[src/rtl/mmu_job_arbiter.sv]
// Round-robin arbiter sharing one 2x2 matrix-multiply unit between two host requesters.
// Each job: clear the unit, stream LOAD_BEATS operand bytes in, forward OUT_BEATS result bytes back.
module mmu_job_arbiter #(
  parameter int LOAD_BEATS = 8,
  parameter int OUT_BEATS  = 8,
  parameter int TIMEOUT    = 64,
  parameter int CW         = 7
) (
  input  logic       clk,
  input  logic       rst,
  input  logic [1:0] req,
  input  logic [1:0] transpose_req,
  input  logic [1:0] in_valid,
  input  logic [7:0] in_data0,
  input  logic [7:0] in_data1,
  output logic [1:0] in_ready,
  output logic [1:0] out_valid,
  output logic [7:0] out_data,
  output logic [1:0] grant,
  output logic       job_done,
  output logic       timeout_err,
  output logic       mmu_clear,
  output logic       mmu_load_en,
  output logic [7:0] mmu_indata,
  output logic       mmu_transpose,
  input  logic       mmu_done,
  input  logic [7:0] mmu_outdata
);

  localparam int MAXB = (LOAD_BEATS > OUT_BEATS) ? LOAD_BEATS : OUT_BEATS;
  localparam int NW   = $clog2(MAXB + 1);

  typedef enum logic [2:0] {
    S_IDLE    = 3'd0,
    S_CLEAR   = 3'd1,
    S_LOAD    = 3'd2,
    S_DRAIN   = 3'd3,
    S_RELEASE = 3'd4
  } state_t;

  state_t          state_q, state_d;
  logic            owner_q, owner_d;
  logic            rr_q, rr_d;
  logic [1:0]      grant_q, grant_d;
  logic            transpose_q, transpose_d;
  logic            err_q, err_d;
  logic [NW-1:0]   load_cnt_q, load_cnt_d;
  logic [NW-1:0]   out_cnt_q, out_cnt_d;
  logic [CW-1:0]   idle_cnt_q, idle_cnt_d;
  logic            owner_sel_s;
  logic [1:0]      owner_oh_s;

  // Both requesting: round-robin pointer decides; otherwise the sole requester wins.
  assign owner_sel_s = (req == 2'b11) ? rr_q : req[1];
  assign owner_oh_s  = owner_q ? 2'b10 : 2'b01;

  assign grant         = grant_q;
  assign mmu_transpose = transpose_q;
  assign timeout_err   = err_q;

  // State and job-context registers.
  always_ff @(posedge clk or posedge rst) begin
    if (rst) begin
      state_q     <= S_IDLE;
      owner_q     <= 1'b0;
      rr_q        <= 1'b0;
      grant_q     <= 2'b00;
      transpose_q <= 1'b0;
      err_q       <= 1'b0;
      load_cnt_q  <= '0;
      out_cnt_q   <= '0;
      idle_cnt_q  <= '0;
    end else begin
      state_q     <= state_d;
      owner_q     <= owner_d;
      rr_q        <= rr_d;
      grant_q     <= grant_d;
      transpose_q <= transpose_d;
      err_q       <= err_d;
      load_cnt_q  <= load_cnt_d;
      out_cnt_q   <= out_cnt_d;
      idle_cnt_q  <= idle_cnt_d;
    end
  end

  // Next-state logic and per-state datapath steering.
  always_comb begin
    state_d     = state_q;
    owner_d     = owner_q;
    rr_d        = rr_q;
    grant_d     = grant_q;
    transpose_d = transpose_q;
    err_d       = err_q;
    load_cnt_d  = load_cnt_q;
    out_cnt_d   = out_cnt_q;
    idle_cnt_d  = idle_cnt_q;
    in_ready    = 2'b00;
    out_valid   = 2'b00;
    out_data    = 8'h00;
    job_done    = 1'b0;
    mmu_clear   = 1'b0;
    mmu_load_en = 1'b0;
    mmu_indata  = 8'h00;

    case (state_q)
      S_IDLE: begin
        if (req != 2'b00) begin
          owner_d     = owner_sel_s;
          grant_d     = owner_sel_s ? 2'b10 : 2'b01;
          transpose_d = transpose_req[owner_sel_s];
          state_d     = S_CLEAR;
        end else begin
          state_d = S_IDLE;
        end
      end
      S_CLEAR: begin
        mmu_clear = 1'b1;
        state_d   = S_LOAD;
      end
      S_LOAD: begin
        in_ready = owner_oh_s;
        if (in_valid[owner_q]) begin
          mmu_load_en = 1'b1;
          mmu_indata  = owner_q ? in_data1 : in_data0;
          load_cnt_d  = load_cnt_q + NW'(1);
          if (load_cnt_q == NW'(LOAD_BEATS - 1)) begin
            state_d = S_DRAIN;
          end else begin
            state_d = S_LOAD;
          end
        end else begin
          state_d = S_LOAD;
        end
      end
      S_DRAIN: begin
        if (mmu_done) begin
          out_valid  = owner_oh_s;
          out_data   = mmu_outdata;
          idle_cnt_d = '0;
          out_cnt_d  = out_cnt_q + NW'(1);
          if (out_cnt_q == NW'(OUT_BEATS - 1)) begin
            state_d = S_RELEASE;
          end else begin
            state_d = S_DRAIN;
          end
        end else if (idle_cnt_q == CW'(TIMEOUT - 1)) begin
          // TIMEOUT consecutive silent cycles: give up on the unit and free the slot.
          err_d   = 1'b1;
          state_d = S_RELEASE;
        end else begin
          idle_cnt_d = idle_cnt_q + CW'(1);
        end
      end
      S_RELEASE: begin
        job_done   = 1'b1;
        grant_d    = 2'b00;
        rr_d       = ~owner_q;
        load_cnt_d = '0;
        out_cnt_d  = '0;
        idle_cnt_d = '0;
        state_d    = S_IDLE;
      end
      default: begin
        state_d = S_IDLE;
      end
    endcase
  end

endmodule

[config.mk]
export PLATFORM = sky130hd
export DESIGN_NAME = mmu_job_arbiter
export DESIGN_NICKNAME = d
export VERILOG_FILES = /design/src/rtl/mmu_job_arbiter.sv
export SDC_FILE = /design/constraint.sdc
export NUM_CORES = 1
export LEC_CHECK = 0
export ABC_AREA = 1
export BUFFER_PORTS_ARGS = -buffer_cell sky130_fd_sc_hd__buf_2
export CORE_AREA = 2 2 62 64
export DETAILED_ROUTE_END_ITERATION = 8
export DIE_AREA = 0 0 64 66
export GPL_ROUTABILITY_DRIVEN = 0
export GPL_TIMING_DRIVEN = 1
export PLACE_DENSITY_LB_ADDON = 0.15
export SLEW_MARGIN = 30
export SYNTH_ARGS = -nofsm -noshare
export SYNTH_HDL_FRONTEND = slang
export SYNTH_SLANG_ARGS = --single-unit
[constraint.sdc]
create_clock -name clk -period 1.4 [get_ports clk]
set_input_delay 0.28 -clock clk [delete_from_list [all_inputs] [get_ports clk]]
set_output_delay 0.28 -clock clk [all_outputs]
set_load 0.005 [all_outputs]
Word-level counts from Yosys, hierarchy flattened
Index checks and enable logic that the tools add are counted.
{"block": "op_classes", "n_lt_le_gt_ge": 2, "bitwise_logic": 2, "reduce_logical": 11, "muxes": 35, "n_eq_ne": 13, "addsub": 3}
{"operator": "$mux W8", "count": 5}
{"operator": "$pmux W4 S2", "count": 2}
{"operator": "$mux W7", "count": 2}
{"operator": "$pmux W7 S2", "count": 1}
{"operator": "$mux W2", "count": 6}
{"operator": "$mux W3", "count": 4}
{"operator": "$pmux W3 S4", "count": 1}
{"operator": "$mux W1", "count": 11}
{"operator": "$reduce_and A2 Y1", "count": 5}
{"operator": "$add A4 B1 Y4 const B", "count": 2}
{"operator": "$eq A4 B3 Y1 const B", "count": 2}
{"operator": "$mux W4", "count": 2}
{"operator": "$reduce_bool A2 Y1", "count": 4}
{"operator": "$add A7 B1 Y7 const B", "count": 1}
{"operator": "$eq A7 B6 Y1 const B", "count": 1}
{"operator": "$eq A3 B2 Y1 const B", "count": 2}
{"operator": "$ne A2 B2 Y1 const B", "count": 3}
{"operator": "$ne A3 B3 Y1 const B", "count": 2}
{"operator": "$lt A1 B2 Y1 const B", "count": 2}
{"operator": "$pmux W2 S2", "count": 1}
{"operator": "$eq A3 B1 Y1 const B", "count": 1}
{"operator": "$eq A3 B3 Y1 const B", "count": 1}
{"operator": "$logic_not A3 Y1", "count": 1}
{"operator": "$reduce_and A3 Y1", "count": 1}
{"operator": "2 further kinds", "count": 3}
{"block": "totals", "ff_bits": 24, "in_bits": 33, "output_inout_bits": 27, "elab_cells": 75}

Longest topological paths before layout
{"block": "logic_depth", "ltp_word": 5, "depth_mapped": 10, "depth_no_buf": 10}

Worst setup path after synthesis
No wires, ideal clock.
{"block": "synth_timing", "kind": "reg-to-reg", "from": "reg idle_cnt_q[0]", "to": "reg idle_cnt_q[5]", "arrival_time_ns": 1.240, "setup_slack_ns": 0.047, "required_ns": 1.287, "period_less_slack_ns": 1.353, "setup_ns": 0.113, "path_buffers": 0, "path_stages_with_launch": 11, "cell_sequence": "dfrtp_1 > ha_1 > nand2_1 > nor2_1 > nand2_1 > nand2_2 > nand2_4 > nand2_1 > nand2_1 > nand2_1 > inv_1"}
{"block": "synth_between", "elab_chain_cells": 4, "elab_cells_between_ends": 7, "cone_classes": "add/sub: 1; eq/ne: 2; mux: 3; reduce/logical: 1"}
{"element": "from (decl)", "line": "49", "text": "logic [CW-1:0] idle_cnt_q, idle_cnt_d;"}
{"element": "from (signal assigned)", "line": "82", "text": "idle_cnt_q <= idle_cnt_d;"}
{"element": "$add A7 B1 Y7", "line": "151", "text": "idle_cnt_d = idle_cnt_q + CW'(1);"}
{"element": "$mux W7", "line": "146", "text": "end else if (idle_cnt_q == CW'(TIMEOUT - 1)) begin"}
{"element": "$mux W7", "line": "136", "text": "if (mmu_done) begin"}
{"element": "$pmux W7 S2", "line": "105", "text": "case (state_q)"}
Several ways; a longest one is shown, not always the timed one. The select of a mux whose other input is x is not followed.
A chain may end at the register's enable or synchronous reset.

Worst setup path in the final report
{"block": "layout_timing", "from": "reg state_q[1]", "to": "out mmu_indata[0]"}
{"block": "layout_between", "elab_chain_cells": 2}
{"element": "from (decl)", "line": "41", "text": "state_t state_q, state_d;"}
{"element": "from (signal assigned)", "line": "74", "text": "state_q <= state_d;"}
{"element": "$eq A3 B2 Y1", "line": "105"}
{"element": "$mux W8", "line": "105"}
{"element": "to (decl)", "line": "24", "text": "output logic [7:0] mmu_indata,"}
No other way between the ends.

==> metrics.csv <==
stage,metric,value,unit
outcome,status,"complete, but fails checks",
outcome,violations,setup timing,
synthesis,syn_inst,202,
synthesis,ys_seq_area_share,41.5,%
worst_setup_path,critical_path_class,reg -> out,
worst_setup_path,required,1.12,ns
flow_run,max-cap-violations,0,
power,p_leak,1.27,nW
global_route,grt_max_degree,25,
layout,diodes,0,
worst_hold_path,min-delay-start,transpose_req[1],
synthesis,synthArstFlopShare,100,%
sta,setup_slack,-0.236,ns
layout,final_cells,342,
floorplan,die_y,66,um
detailed_routing,dr.pass1.iters,4,
sta,rsz0062_at_grt,true,
worst_setup_path,startpoint_type,flop,
synthesis,yosys_warnings,0,
detailed_routing,drt-initial-drc-count,37,
power,finalPower,0.00362,W
layout,fillers,285,
detailed_routing,wirelength,3980,um
floorplan,dieArea,4220,um2
synthesis,synthesis.area,1450,um2
global_route,antenna_found_initial,0,
detailed_routing,top_layer_used,met4,
worst_setup_path,crit_chain,nand3_4 > inv_4 > nand2_4 > a21oi_2 > buf_2,
cts,htree_levels,1,
cts,cts_tree,built,
sta,fmaxAchievable,611,MHz
layout,final_common_cell,buf_2,
sta,setup_violations,25,
global_route,grt_remaining_overflow,0,
global_route,grt_use_total,18.4,%
placed_design,post-dp-hpwl,2720,um
worst_setup_path,crit_arrival,1.36,ns
cts,cts-root-buf,clkbuf_4,
synthesis,syn_area_per_cell,7.17,um2
worst_setup_path,r2r-start,state_q[1],
worst_setup_path,rrSetupSlack,-0.10,ns
layout,area.sequential,603,um2
floorplan,rows,22,
layout,final_cell_mix,"58 x buf_2, 41 x nand2_1, 25 x inv_1",
layout,layout-drive-gt1-share,49.0,%
floorplan,dieWidth,64,um
synthesis,synth.net_count,238,
sta,finalCriticalPeriod,1.64,ns
power,p_comb_share,60.5,%
detailed_routing,wl_met2,2010,um
worst_setup_path,max_stage_delay,0.52,ns
synthesis,synth_edf_count,0,
power,powerDensity,1550,nW/um2
synthesis,synth_cell_type_count,28,
placed_design,io_buffers,59,
global_route,grt_pass1_vias,1482,
worst_setup_path,crit_slowest_cell,dfrtp_2,
power,switching_share,43.2,%
sta,post-route-period-util,117,%
cts,clkTransAtPathRegs,0.12,ns
floorplan,core_area,3550,um2
power,ir_worst_vdd,0.790,mV
synthesis,ys_ff_latch,24,
cts,cts.sinks,24,
floorplan,io_pins,60,
cts,clk_latency,0.30,ns
detailed_routing,wl_met1,1650,um
placed_design,dp.cells,318,
power,power.internal,0.00206,W
detailed_routing,drt-wirelength-per-cell,11.6,um
sta,hold_violations,0,
synthesis,synthFlopType,dfrtp_1,
layout,multi_input_area,920,um2
worst_setup_path,critPathCaptureType,output port,
worst_hold_path,hp-class,in -> reg,
cts,cts_buffers,3,
sta,worst_pin_slew,0.305,ns
cts,cts_buffer_depth,2,
power,p_sw,0.00157,W
sta,slew_headroom,79.5,%
worst_setup_path,crit_start,state_q[1],
worst_setup_path,crit_family,flip-flops,
power,pwr-share-clk,7.9,%
worst_setup_path,path_buf_inv,2,
detailed_routing,vias,1626,
detailed_routing,ant_nets,0,
layout,fin_nets,332,
floorplan,start_util,40.8,%
sta,finClkSkew,0.00422,ns
global_route,grt_pass1_wl,6100,um
layout,area_delta_synth_final,61.1,%
detailed_routing,wl_met3,282,um
power,power_frac_seq,31.6,%
worst_setup_path,cp_max_fo,5,
detailed_routing,viasPerCell,4.75,
sta,maxSlewViolCount,0,
detailed_routing,drcViolationCount,0,
metrics by stage:
| step | TNS (ns) | setup WS, ns | hold slack (ns) | utilization [%] | cell area, um2 |
|---|---|---|---|---|---|
| final | -4.70 | -0.236 | 0.205 | 65.7 | 2330 |
| after global placement | 0 | 0.0642 | 0.338 | 53.1 | 1890 |
| after floorplan | 0 | 0.0474 | 0.295 | - | 1450 |
| after CTS | -4.39 | -0.212 | 0.204 | 58.3 | 2070 |
| after global routing | -7.06 | -0.334 | 0.247 | 65.7 | 2330 |
| after detailed placement | 0 | 0.0398 | 0.340 | 53.1 | 1890 |
flip-flops by register name, summed over array words and instances (netlist names):
register and flops:
timeout_err 1, mmu_transpose 1, state_q 3, load_cnt_q 4, idle_cnt_q 7, owner_q 1
rr_q 1, out_cnt_q 4, grant 2
worst reg2reg max path, stage by stage, from the launching register on:
cell,delay (ns)
dfrtp_2,0.52
nand3_4,0.12
inv_4,0.10
nand2_4,0.09
buf_4,0.14
buf_6,0.10
buf_6,0.12
nor3_4,0.16
nor2_1,0.05
power by group through the flow:
stage          Combinational, W  Clock, W  Sequential, W
2_1_floorplan          0.000897         0        0.00109
3_3_place_gp            0.00139         0        0.00111
3_5_place_dp            0.00140         0        0.00112
4_1_cts                 0.00171  0.000301        0.00112
5_1_grt                 0.00242  0.000320        0.00117
6_report                0.00219  0.000286        0.00115
final cells by class:
type | instances | share of cell area (%)
Multi-Input combinational cell | 143 | 39.4
Inverter | 31 | 5.42
Tap cell | 48 | 2.57
Clock buffer | 3 | 0.965
Sequential cell | 24 | 25.8
Timing Repair Buffer | 93 | 25.8
routing by layer:
metal | GRT usage, % | up-vias
li1 | - | 828
met1 | 20.2 | 740
met2 | 34.9 | 54
met3 | 3.58 | 4
met4 | 6.52 | 0
met5 | 0 | -
synth_stat cells, types with 2 or more instances:
| cell type | number | area [um2] |
|---|---|---|
| nand2_1 | 48 | 180 |
| inv_1 | 28 | 105 |
| nor2_1 | 25 | 93.8 |
| dfrtp_1 | 24 | 601 |
| nand3_1 | 20 | 100 |
| a21oi_1 | 11 | 55.1 |
| o21ai_0 | 9 | 45.0 |
| nor3_1 | 4 | 20.0 |
| xor2_1 | 4 | 35.0 |
| clkbuf_1 | 3 | 11.3 |
| ha_1 | 3 | 37.5 |
| inv_2 | 3 | 11.3 |
| nand4_1 | 3 | 18.8 |
| nand2_2 | 2 | 12.5 |
| o21ai_1 | 2 | 10.0 |
cells by family (layout without fill, tap and decap cells):
logic type | Yosys count | count (layout) | share of synthesized area [%]
fa+ha+maj | 3 | 3 | 2.59
simple gates | 110 | 111 | 34.6
flops | 24 | 24 | 41.5
xor+xnor | 4 | 4 | 2.42
compound gates | 25 | 25 | 9.24
buf+inv | 36 | 127 | 9.67
worst paths after layout:
path	to	depth (start not counted)
worst max-delay path	mmu_indata[0]	5
worst min-delay path	mmu_transpose	3
worst max register to register	load_cnt_q[2]	8
worst min register to register	timeout_err	1
max in group asynchronous	state_q[1]	4
min in group asynchronous	mmu_transpose	4
repair_timing:
item	in CTS	in global routing
pin swaps	3	13
endpoints found under the setup margin	23	37
cloned	2	0
buffers inserted	8	11
resized for setup	20	48
hold buffers	1	0
hold endpoints to repair	24	0
Note: power is estimated with default switching activity, not from simulation.
